$ cat src/rtl/fetch_pkg.sv
// Shared types and constants for the RV32I instruction-fetch stage.
package fetch_pkg;

    typedef enum logic [1:0] {
        FETCH = 2'd0,
        DRAIN = 2'd1,
        HOLD  = 2'd2
    } fetch_state_t;

    localparam logic [1:0]  PCSRC_SEQ  = 2'b00;
    localparam logic [1:0]  PCSRC_BR   = 2'b01;
    localparam logic [1:0]  PCSRC_JALR = 2'b10;
    localparam logic [31:0] NOP_INSTR  = 32'h0000_0013;

endpackage

$ cat src/rtl/fetch_stage_pc_next_mux.sv
// Next-PC selector: sequential / branch-jal / jalr target, word aligned.
module pc_next_mux
    import fetch_pkg::*;
(
    input  logic [1:0]  pc_src,
    input  logic [31:0] pc_seq,
    input  logic [31:0] pc_plus_imm,
    input  logic [31:0] reg_plus_imm,
    output logic [31:0] pc_next
);

    logic [31:0] sel;
    logic        unused_low;

    always_comb begin
        sel = pc_seq;
        unique case (pc_src)
            PCSRC_BR:   sel = pc_plus_imm;
            PCSRC_JALR: sel = reg_plus_imm;
            default:    sel = pc_seq;
        endcase
    end

    // Low two bits are forced to zero so every target is word aligned.
    genvar gi;
    generate
        for (gi = 0; gi < 32; gi++) begin : g_align
            if (gi < 2) begin : g_low
                assign pc_next[gi] = 1'b0;
            end else begin : g_high
                assign pc_next[gi] = sel[gi];
            end
        end
    endgenerate

    assign unused_low = ^sel[1:0];

endmodule

$ cat src/rtl/fetch_stage.sv
// IF stage: PC register, imem handshake FSM, redirect/squash and IF/ID register.
// Optional performance counters are built when FETCH_PERF_CNT_EN is defined.
module fetch_stage
    import fetch_pkg::*;
#(
    parameter logic [31:0] RESET_PC = 32'h0000_0000
) (
    input  logic        clk_i,
    input  logic        rst_i,
    input  logic        en_i,
    input  logic [1:0]  PCsrc_i,
    input  logic [31:0] pcPlusImm_i,
    input  logic [31:0] regPlusImm_i,
    output logic        imem_req_o,
    output logic [31:0] imem_addr_o,
    input  logic [31:0] imem_rdata_i,
    input  logic        imem_ready_i,
    output logic [31:0] instr_o,
    output logic [31:0] pc_o,
    output logic [31:0] pcPlus4_o,
    output logic        IMemReady_o
`ifdef FETCH_PERF_CNT_EN
    ,
    output logic [31:0] fetch_cnt_o,
    output logic [31:0] miss_cyc_o
`endif
);

    fetch_state_t state_reg, state_next;
    logic [31:0]  pc_reg, pc_next;
    logic [31:0]  tgt_reg, tgt_next;
    logic [31:0]  buf_reg, buf_next;
    logic [31:0]  instr_reg, instr_next;
    logic [31:0]  pcif_reg, pcif_next;
    logic [31:0]  pcp4_reg, pcp4_next;
    logic         valid_reg, valid_next;
    logic         load_if;
    logic         redirect;
    logic [31:0]  pc_plus4;
    logic [31:0]  target;

    assign pc_plus4 = pc_reg + 32'd4;
    assign redirect = en_i & valid_reg & ((PCsrc_i == PCSRC_BR) | (PCsrc_i == PCSRC_JALR));

    pc_next_mux u_pc_next_mux (
        .pc_src       (PCsrc_i),
        .pc_seq       (pc_plus4),
        .pc_plus_imm  (pcPlusImm_i),
        .reg_plus_imm (regPlusImm_i),
        .pc_next      (target)
    );

    // Request is masked during reset so memory sees no fetch while rst_i is high.
    assign imem_req_o  = ~rst_i & (state_reg != HOLD);
    assign imem_addr_o = pc_reg;
    assign instr_o     = instr_reg;
    assign pc_o        = pcif_reg;
    assign pcPlus4_o   = pcp4_reg;
    assign IMemReady_o = valid_reg;

    always_comb begin
        state_next = state_reg;
        pc_next    = pc_reg;
        tgt_next   = tgt_reg;
        buf_next   = buf_reg;
        instr_next = instr_reg;
        pcif_next  = pcif_reg;
        pcp4_next  = pcp4_reg;
        valid_next = valid_reg;
        load_if    = 1'b0;
        unique case (state_reg)
            FETCH: begin
                if (redirect) begin
                    valid_next = 1'b0;
                    instr_next = NOP_INSTR;
                    if (imem_ready_i) begin
                        pc_next = target;
                    end else begin
                        // Address must stay put until the wrong-path access completes.
                        tgt_next   = target;
                        state_next = DRAIN;
                    end
                end else if (imem_ready_i) begin
                    if (en_i) begin
                        load_if    = 1'b1;
                        instr_next = imem_rdata_i;
                        pcif_next  = pc_reg;
                        pcp4_next  = pc_plus4;
                        valid_next = 1'b1;
                        pc_next    = pc_plus4;
                    end else begin
                        buf_next   = imem_rdata_i;
                        state_next = HOLD;
                    end
                end else if (en_i) begin
                    valid_next = 1'b0;
                    instr_next = NOP_INSTR;
                end
            end
            DRAIN: begin
                if (imem_ready_i) begin
                    pc_next    = tgt_reg;
                    state_next = FETCH;
                end
            end
            HOLD: begin
                if (en_i) begin
                    state_next = FETCH;
                    if (redirect) begin
                        pc_next    = target;
                        valid_next = 1'b0;
                        instr_next = NOP_INSTR;
                    end else begin
                        load_if    = 1'b1;
                        instr_next = buf_reg;
                        pcif_next  = pc_reg;
                        pcp4_next  = pc_plus4;
                        valid_next = 1'b1;
                        pc_next    = pc_plus4;
                    end
                end
            end
            default: state_next = FETCH;
        endcase
    end

    always_ff @(posedge clk_i or posedge rst_i) begin
        if (rst_i) begin
            state_reg <= FETCH;
            pc_reg    <= RESET_PC;
            tgt_reg   <= 32'd0;
            buf_reg   <= 32'd0;
            instr_reg <= NOP_INSTR;
            pcif_reg  <= 32'd0;
            pcp4_reg  <= 32'd0;
            valid_reg <= 1'b0;
        end else begin
            state_reg <= state_next;
            pc_reg    <= pc_next;
            tgt_reg   <= tgt_next;
            buf_reg   <= buf_next;
            instr_reg <= instr_next;
            pcif_reg  <= pcif_next;
            pcp4_reg  <= pcp4_next;
            valid_reg <= valid_next;
        end
    end

`ifdef FETCH_PERF_CNT_EN
    logic [31:0] fetch_cnt_reg;
    logic [31:0] miss_cyc_reg;

    always_ff @(posedge clk_i or posedge rst_i) begin
        if (rst_i) begin
            fetch_cnt_reg <= 32'd0;
            miss_cyc_reg  <= 32'd0;
        end else begin
            if (load_if) begin
                fetch_cnt_reg <= fetch_cnt_reg + 32'd1;
            end
            if (imem_req_o & ~imem_ready_i) begin
                miss_cyc_reg <= miss_cyc_reg + 32'd1;
            end
        end
    end

    assign fetch_cnt_o = fetch_cnt_reg;
    assign miss_cyc_o  = miss_cyc_reg;
`else
    // Without counters the IF/ID load strobe has no consumer.
    logic unused_load_if;
    assign unused_load_if = load_if;
`endif

endmodule

$ cat config.mk
export PLATFORM = sky130hd
export DESIGN_NAME = fetch_stage
export DESIGN_NICKNAME = d
export VERILOG_FILES = /design/src/rtl/fetch_pkg.sv /design/src/rtl/fetch_stage_pc_next_mux.sv /design/src/rtl/fetch_stage.sv
export SDC_FILE = /design/constraint.sdc
export NUM_CORES = 1
export LEC_CHECK = 0
export BUFFER_PORTS_ARGS = -buffer_cell sky130_fd_sc_hd__buf_2
export CAP_MARGIN = 20
export CORE_ASPECT_RATIO = 1.1
export CORE_MARGIN = 10
export CORE_UTILIZATION = 53
export DETAILED_ROUTE_END_ITERATION = 10
export PLACE_DENSITY = 0.8
export SYNTH_ARGS = -nofsm -noshare
export SYNTH_HDL_FRONTEND = slang
export SYNTH_SLANG_ARGS = --single-unit
$ cat constraint.sdc
create_clock -name clk_i -period 7.7 [get_ports clk_i]
set_input_delay 0.77 -clock clk_i [delete_from_list [all_inputs] [get_ports clk_i]]
set_output_delay 0.77 -clock clk_i [all_outputs]
set_load 0.02 [all_outputs]
==> results of run 1 <==
[power by group]
part,switching [uW],internal (uW)
Sequential,225,1250
Clock,388,514
Combinational,622,354
[layout make-up]
class                           count  area, um^2
Inverter                           10        45.0
Clock inverter                     13         165
Timing Repair Buffer              235        1300
Clock buffer                       19         433
Sequential cell                   187        4680
Fill cell                        1326        5290
Antenna cell                        1        2.50
Multi-Input combinational cell    635        3690
Tap cell                          200         250
[metrics by stage]
| step | total power, uW | area (um^2) | util | setup slack (ns) |
|---|---|---|---|---|
| 2_1_floorplan | 2070 | 8670 | - | 1.85 |
| 3_5_place_dp | 2460 | 9860 | 0.622 | 4.20 |
| 4_1_cts | 3360 | 10500 | 0.660 | 4.62 |
| 5_1_grt | 3540 | 10600 | 0.666 | 4.81 |
| 3_3_place_gp | 2420 | 9830 | 0.620 | 4.25 |
| 6_report | 3350 | 10600 | 0.667 | 4.93 |
[routing by layer]
layer / routed length [um] / track usage
met1: 10300 / 0.288
met2: 12000 / 0.358
met3: 2670 / 0.101
met4: 333 / 0.0531
met5: 12 / 0
[Yosys cell counts, types with 2 or more instances]
library cell  instances
a211o_1               2
nor4_1                7
mux2i_1              12
mux2_2               32
dfstp_2               3
nor2b_1               2
and3_1                7
a21o_1                7
o211ai_1              4
a31oi_1              13
ha_1                  3
o22a_1                4
o21ai_0              77
a221oi_1             30
xor2_1               11
nand3_1              26
a21oi_1              26
and2_1                8
a22oi_1              31
nor2_1               75
clkbuf_1             60
a221o_1               3
nand4_1               7
and4_1                3
a211oi_1              5
nand2b_1              3
nand2_1             175
buf_1                 6
buf_2                 2
nor3_1               20
o22ai_1               5
buf_4                 6
dfrtp_1             184
inv_1                10
nor4b_1               2
nand3b_1              2
xnor2_1              12
[worst max path at each step]
stage,start,to,depth (start not counted)
floorplan,rst_i,IMemReady_o,1
global placement,PCsrc_i[0],imem_addr_o[23],9
detailed placement,PCsrc_i[0],imem_addr_o[23],9
CTS,PCsrc_i[0],imem_addr_o[23],9
global route,imem_addr_o[2],pcPlus4_o[20],6
finish,imem_addr_o[2],imem_addr_o[22],6
[kinds of logic (layout without fill, tap and decap cells)]
logic type,Yosys count,after routing
compound gates,215,215
xor+xnor,23,23
fa+ha+maj,3,3
buf+inv,84,277
flops,187,187
mux,44,44
other cells,1,7
simple gates,344,344
==> flow_metrics.py, run 1 <==
metrics = {
    "detailed_routing": {
        "num_vias": 7389,
        "drtIter0Drc": 573,
        "firstDrtPassIters": 6,
        "drt-wirelength-per-cell_um": 19.5,
        "antenna_left": 0,
        "wirelength_um": 25300,
        "drc": 0,
        "viasPerCell": 5.68,
    },
    "sta": {
        "finalSetupViolations": 0,
        "final-hold-violation-count": 0,
        "slew-limit-headroom": 0.234,
        "worstMarginPinSlew_ns": 1.14,
        "period_share": 0.359,
        "drv_slew": 0,
        "hold_ws_ns": 0.458,
        "skew_ns": 0.00873,
        "period_minus_slack_ns": 2.77,
        "rsz0062_at_grt": "no",
        "max_freq_mhz": 362,
        "setup-tns-final_ns": 0,
    },
    "final_layout": {
        "layout_commonest_cell": "buf_2",
        "syn2layout_area_growth_pct": 22.1,
        "nets": 1191,
        "layout_common_cells": "buf_2 (221), dfrtp_1 (184), nand2_1 (175)",
        "layout-drive-gt1-share": 0.287,
        "stdcell_count": 1300,
    },
    "global_route": {
        "grt_max_degree": 111,
        "antenna_found_initial": 3,
        "grt_pass1_wl_um": 40300,
        "grt_overflow": 0,
        "first_global_vias": 7452,
        "track_usage": 0.230,
    },
    "critical_path": {
        "critical_path.slowest_cell": "nor4_1",
        "endpoint_kind": "flop",
        "required_ns": 7.99,
        "worst-path-buf-inv": 0,
        "worstPathMaxFanout": 8,
        "crit_family": "simple AND/OR/NAND/NOR gates",
        "worst-r2r-cell-count": 6,
        "start_kind": "flop",
        "path_cells": "ha_1 > nand3_1 > nor4_1 > nand3_1 > xor2_1 > o21ai_0",
        "path_common_cell": "nand3_1",
        "r2r_end": "imem_addr_o[22]",
        "arrival_ns": 3.06,
        "path_class": "flop to flop",
        "r2r_start": "imem_addr_o[2]",
        "r2r_slack_ns": 4.93,
        "max_stage_delay_ns": 1.03,
    },
    "power": {
        "peakVddDrop_mv": 0.202,
        "power_density_nw_per_um2": 317,
        "leakage_uw": 0.00516,
    },
    "placement": {
        "dp_cells": 1263,
        "place.gp.congestion": 0.851,
        "numPortBuffers": 221,
        "place_hpwl_um": 18000,
    },
    "clocking": {
        "cts_max_path_buffers": 2,
        "cts.clk_slew.worst_paths_ns": 0.07,
        "ctsHoldBuffers": 0,
        "clkLatencyLatePin_ns": 0.43,
        "clock_sinks": 187,
        "cts-root-buf": "clkbuf_16",
        "cts_max_level": 4,
        "cts_setup_buffers": 0,
        "cts_tree": "built",
        "cts_buffers": 17,
        "cts-resized-gates": 0,
    },
    "yosys": {
        "synthesis.area_um2": 8660,
        "muxShareOfSynthArea": 0.0555,
        "yosysWarnings": 0,
        "synthCells": 901,
        "yosys.area_share.simple": 0.174,
        "syn_avg_cell_area_um2": 9.61,
        "ys_seq_area_frac": 0.541,
        "synthTopCellsByArea": "dfrtp_1 (53%), nand2_1 (7.6%), o21ai_0 (4.5%), mux2_2 (4.2%), nor2_1 (3.3%)",
        "ys.flop_type": "dfrtp_1",
        "synth.top_cell.area_share": 0.532,
        "synth_edf_count": 0,
        "synth_top_area_cell": "dfrtp_1",
        "synthAdderAreaFrac": 0.00434,
        "synth-compound-area-share": 0.162,
        "async_flop_share": 1.00,
        "ys_ff_latch": 187,
        "synth_top_family_by_area": "simple AND/OR/NAND/NOR gates",
        "yosysUniqueCellTypes": 53,
        "synthXorXnorAreaFrac": 0.0233,
    },
    "run": {
        "drv_cap": 0,
    },
    "die": {
        "rows": 48,
        "io_pins": 232,
        "die-area_um2": 21800,
        "die_w_um": 142,
        "fp.dieH_um": 154,
        "fp.coreArea_um2": 15900,
        "initial_core_util": 0.546,
    },
    "worst_hold_path": {
        "hold_class": "primary input to asynchronous set/reset pin",
    },
    "outcome": {
        "status": "complete, no violations",
    },
}
Power figures use the tool's default switching activity.
==> inputs of run 2 (changes only) <==
==> constraint.sdc (replaced) <==
create_clock -name clk_i -period 2.55 [get_ports clk_i]
set_input_delay 0.255 -clock clk_i [delete_from_list [all_inputs] [get_ports clk_i]]
set_output_delay 0.255 -clock clk_i [all_outputs]
set_load 0.02 [all_outputs]
==> run 2 against run 1 <==
Against the previous run:
- via count is 2.4% higher
- global-route usage up 0.28 points
- sequential share of layout area down 0.21 points
- hold slack worse by 0.45 ns
- fmax increased by 16%
- clock skew barely moved
- first-iteration DRC count is 9.8% lower
- largest cell class unchanged
- worst setup slack lost 4.8 ns
- largest power group unchanged
- critical path type unchanged
- cell area grew 0.49%
- flip-flop and latch count stayed put
- sequential power grew to 3.0 times the previous value
- core utilization is 0.32 points higher
==> flow_metrics.py, run 2 (synthesized netlist as in run 1, its figures left out) <==
metrics = {
    "final_layout": {
        "nets": 1209,
        "regArea_um2": 4680,
        "design_area_um2": 10600,
        "layout_common_cells": "buf_2 (221), dfrtp_1 (184), nand2_1 (175)",
        "multi_input_area_um2": 3690,
        "layout-drive-gt1-share": 0.297,
        "final_core_util": 0.670,
        "layout_commonest_cell": "buf_2",
        "syn2layout_area_growth_pct": 22.7,
        "stdcell_count": 1318,
        "fillCellCount": 1286,
    },
    "power": {
        "pwr-share-comb": 0.305,
        "power_density_nw_per_um2": 945,
        "p_int_uw": 6340,
        "finalPower_uw": 10000,
        "switching_power_uw": 3700,
        "switching_share": 0.368,
        "power_frac_seq": 0.437,
        "peakVddDrop_mv": 0.472,
        "leakage_uw": 0.00521,
        "pwr-share-clk": 0.258,
    },
    "clocking": {
        "cts_max_level": 4,
        "cts_max_path_buffers": 2,
        "cts_setup_buffers": 0,
        "cts_buffers": 17,
        "clkLatencyLatePin_ns": 0.43,
        "ctsHoldBuffers": 0,
        "cts-resized-gates": 0,
        "cts-root-buf": "clkbuf_16",
        "clock_sinks": 187,
        "cts_tree": "built",
        "cts.clk_slew.worst_paths_ns": 0.07,
    },
    "global_route": {
        "first_global_vias": 7788,
        "grt_pass1_wl_um": 41300,
        "antenna_found_initial": 1,
        "grt_busiest_layer": "met2",
        "grt_max_degree": 123,
        "met1_usage": 0.283,
        "track_usage": 0.233,
        "grt.met3_usage": 0.0918,
        "use_met2": 0.369,
        "grt_overflow": 0,
    },
    "critical_path": {
        "crit_end": "imem_addr_o[31]",
        "critical_path.slowest_cell": "or4_1",
        "r2r_start": "imem_addr_o[15]",
        "r2r_end": "imem_addr_o[31]",
        "r2r_slack_ns": 0.16,
        "worstSetupStartpoint": "imem_addr_o[15]",
        "required_ns": 2.89,
        "path_class": "flop to flop",
        "max_stage_delay_ns": 0.67,
        "endpoint_kind": "flop",
        "path_cells": "nand2_1 > or4_1 > or4_4 > o31a_1 > o22ai_1",
        "worst-path-buf-inv": 0,
        "crit_family": "simple AND/OR/NAND/NOR gates",
        "arrival_ns": 2.73,
        "worstPathMaxFanout": 9,
        "worst-r2r-cell-count": 5,
        "start_kind": "flop",
        "cp.depth": 5,
    },
    "worst_hold_path": {
        "hold_class": "primary input to asynchronous set/reset pin",
    },
    "sta": {
        "worstMarginPinSlew_ns": 0.809,
        "hold_ws_ns": 0.00753,
        "period_minus_slack_ns": 2.39,
        "final-hold-violation-count": 0,
        "max_freq_mhz": 419,
        "slew-limit-headroom": 0.460,
        "skew_ns": 0.00857,
        "period_share": 0.936,
        "rsz0062_at_grt": "no",
        "drv_slew": 0,
        "finalSetupViolations": 0,
    },
    "detailed_routing": {
        "drc": 0,
        "drt-wirelength-per-cell_um": 19.3,
        "wirelength_um": 25500,
        "viasPerCell": 5.74,
        "firstDrtPassIters": 5,
        "drtIter0Drc": 517,
        "antenna_left": 0,
        "num_vias": 7569,
    },
    "die": {
        "fp.dieH_um": 154,
        "rows": 48,
        "die-area_um2": 21800,
        "die_w_um": 142,
        "fp.coreArea_um2": 15900,
        "initial_core_util": 0.546,
        "io_pins": 232,
    },
    "placement": {
        "dp_cells": 1285,
        "place.gp.congestion": 0.861,
        "postPlaceCellArea_um2": 10000,
        "numPortBuffers": 221,
        "place_hpwl_um": 18600,
    },
    "outcome": {
        "status": "complete, no violations",
    },
    "run": {
        "drv_cap": 0,
    },
}
-- run 2: area by class of cell --
| cell class | count | area share |
|---|---|---|
| Clock inverter | 11 | 0.0113 |
| Antenna cell | 1 | 0.000236 |
| Timing Repair Buffer | 253 | 0.130 |
| Sequential cell | 187 | 0.441 |
| Clock buffer | 21 | 0.0424 |
| Tap cell | 200 | 0.0236 |
| Multi-Input combinational cell | 635 | 0.347 |
| Inverter | 10 | 0.00389 |
-- run 2: how the worst min path moves through the flow --
| stage | from | to | cells after the start |
|---|---|---|---|
| finish | rst_i | tgt_reg[29] | 3 |
| global route | imem_rdata_i[15] | buf_reg[15] | 2 |
| CTS | imem_rdata_i[15] | buf_reg[15] | 2 |
| detailed placement | pc_o[5] | pc_o[5] | 2 |
| global placement | pc_o[12] | pc_o[12] | 2 |
| floorplan | imem_ready_i | state_reg[0] | 1 |
-- run 2: metrics by stage --
stage | TNS [ns] | worst slack, ns
after floorplan | -20.07 | -0.109
after global placement | 0 | 0.281
after detailed placement | 0 | 0.208
after CTS | 0 | 0.188
after global routing | 0 | 0.0266
final | 0 | 0.163
-- run 2: power by group through the flow --
stage	combinational (uW)	sequential (uW)	clock (uW)
2_1_floorplan	1260	4990	0
3_3_place_gp	3010	4380	0
3_5_place_dp	3090	4440	0
4_1_cts	3110	4390	2620
5_1_grt	3380	4500	2750
6_report	3060	4390	2590
-- run 2: worst min-delay path, delay by kind of cell --
family	cells	cell delay, ns
buf+inv	3	0.65
-- run 2: per-layer routing --
metal	vias up	share of wire
li1	3568	-
met1	3684	0.40
met2	285	0.48
met3	30	0.099
met4	2	0.021
met5	-	0.00078
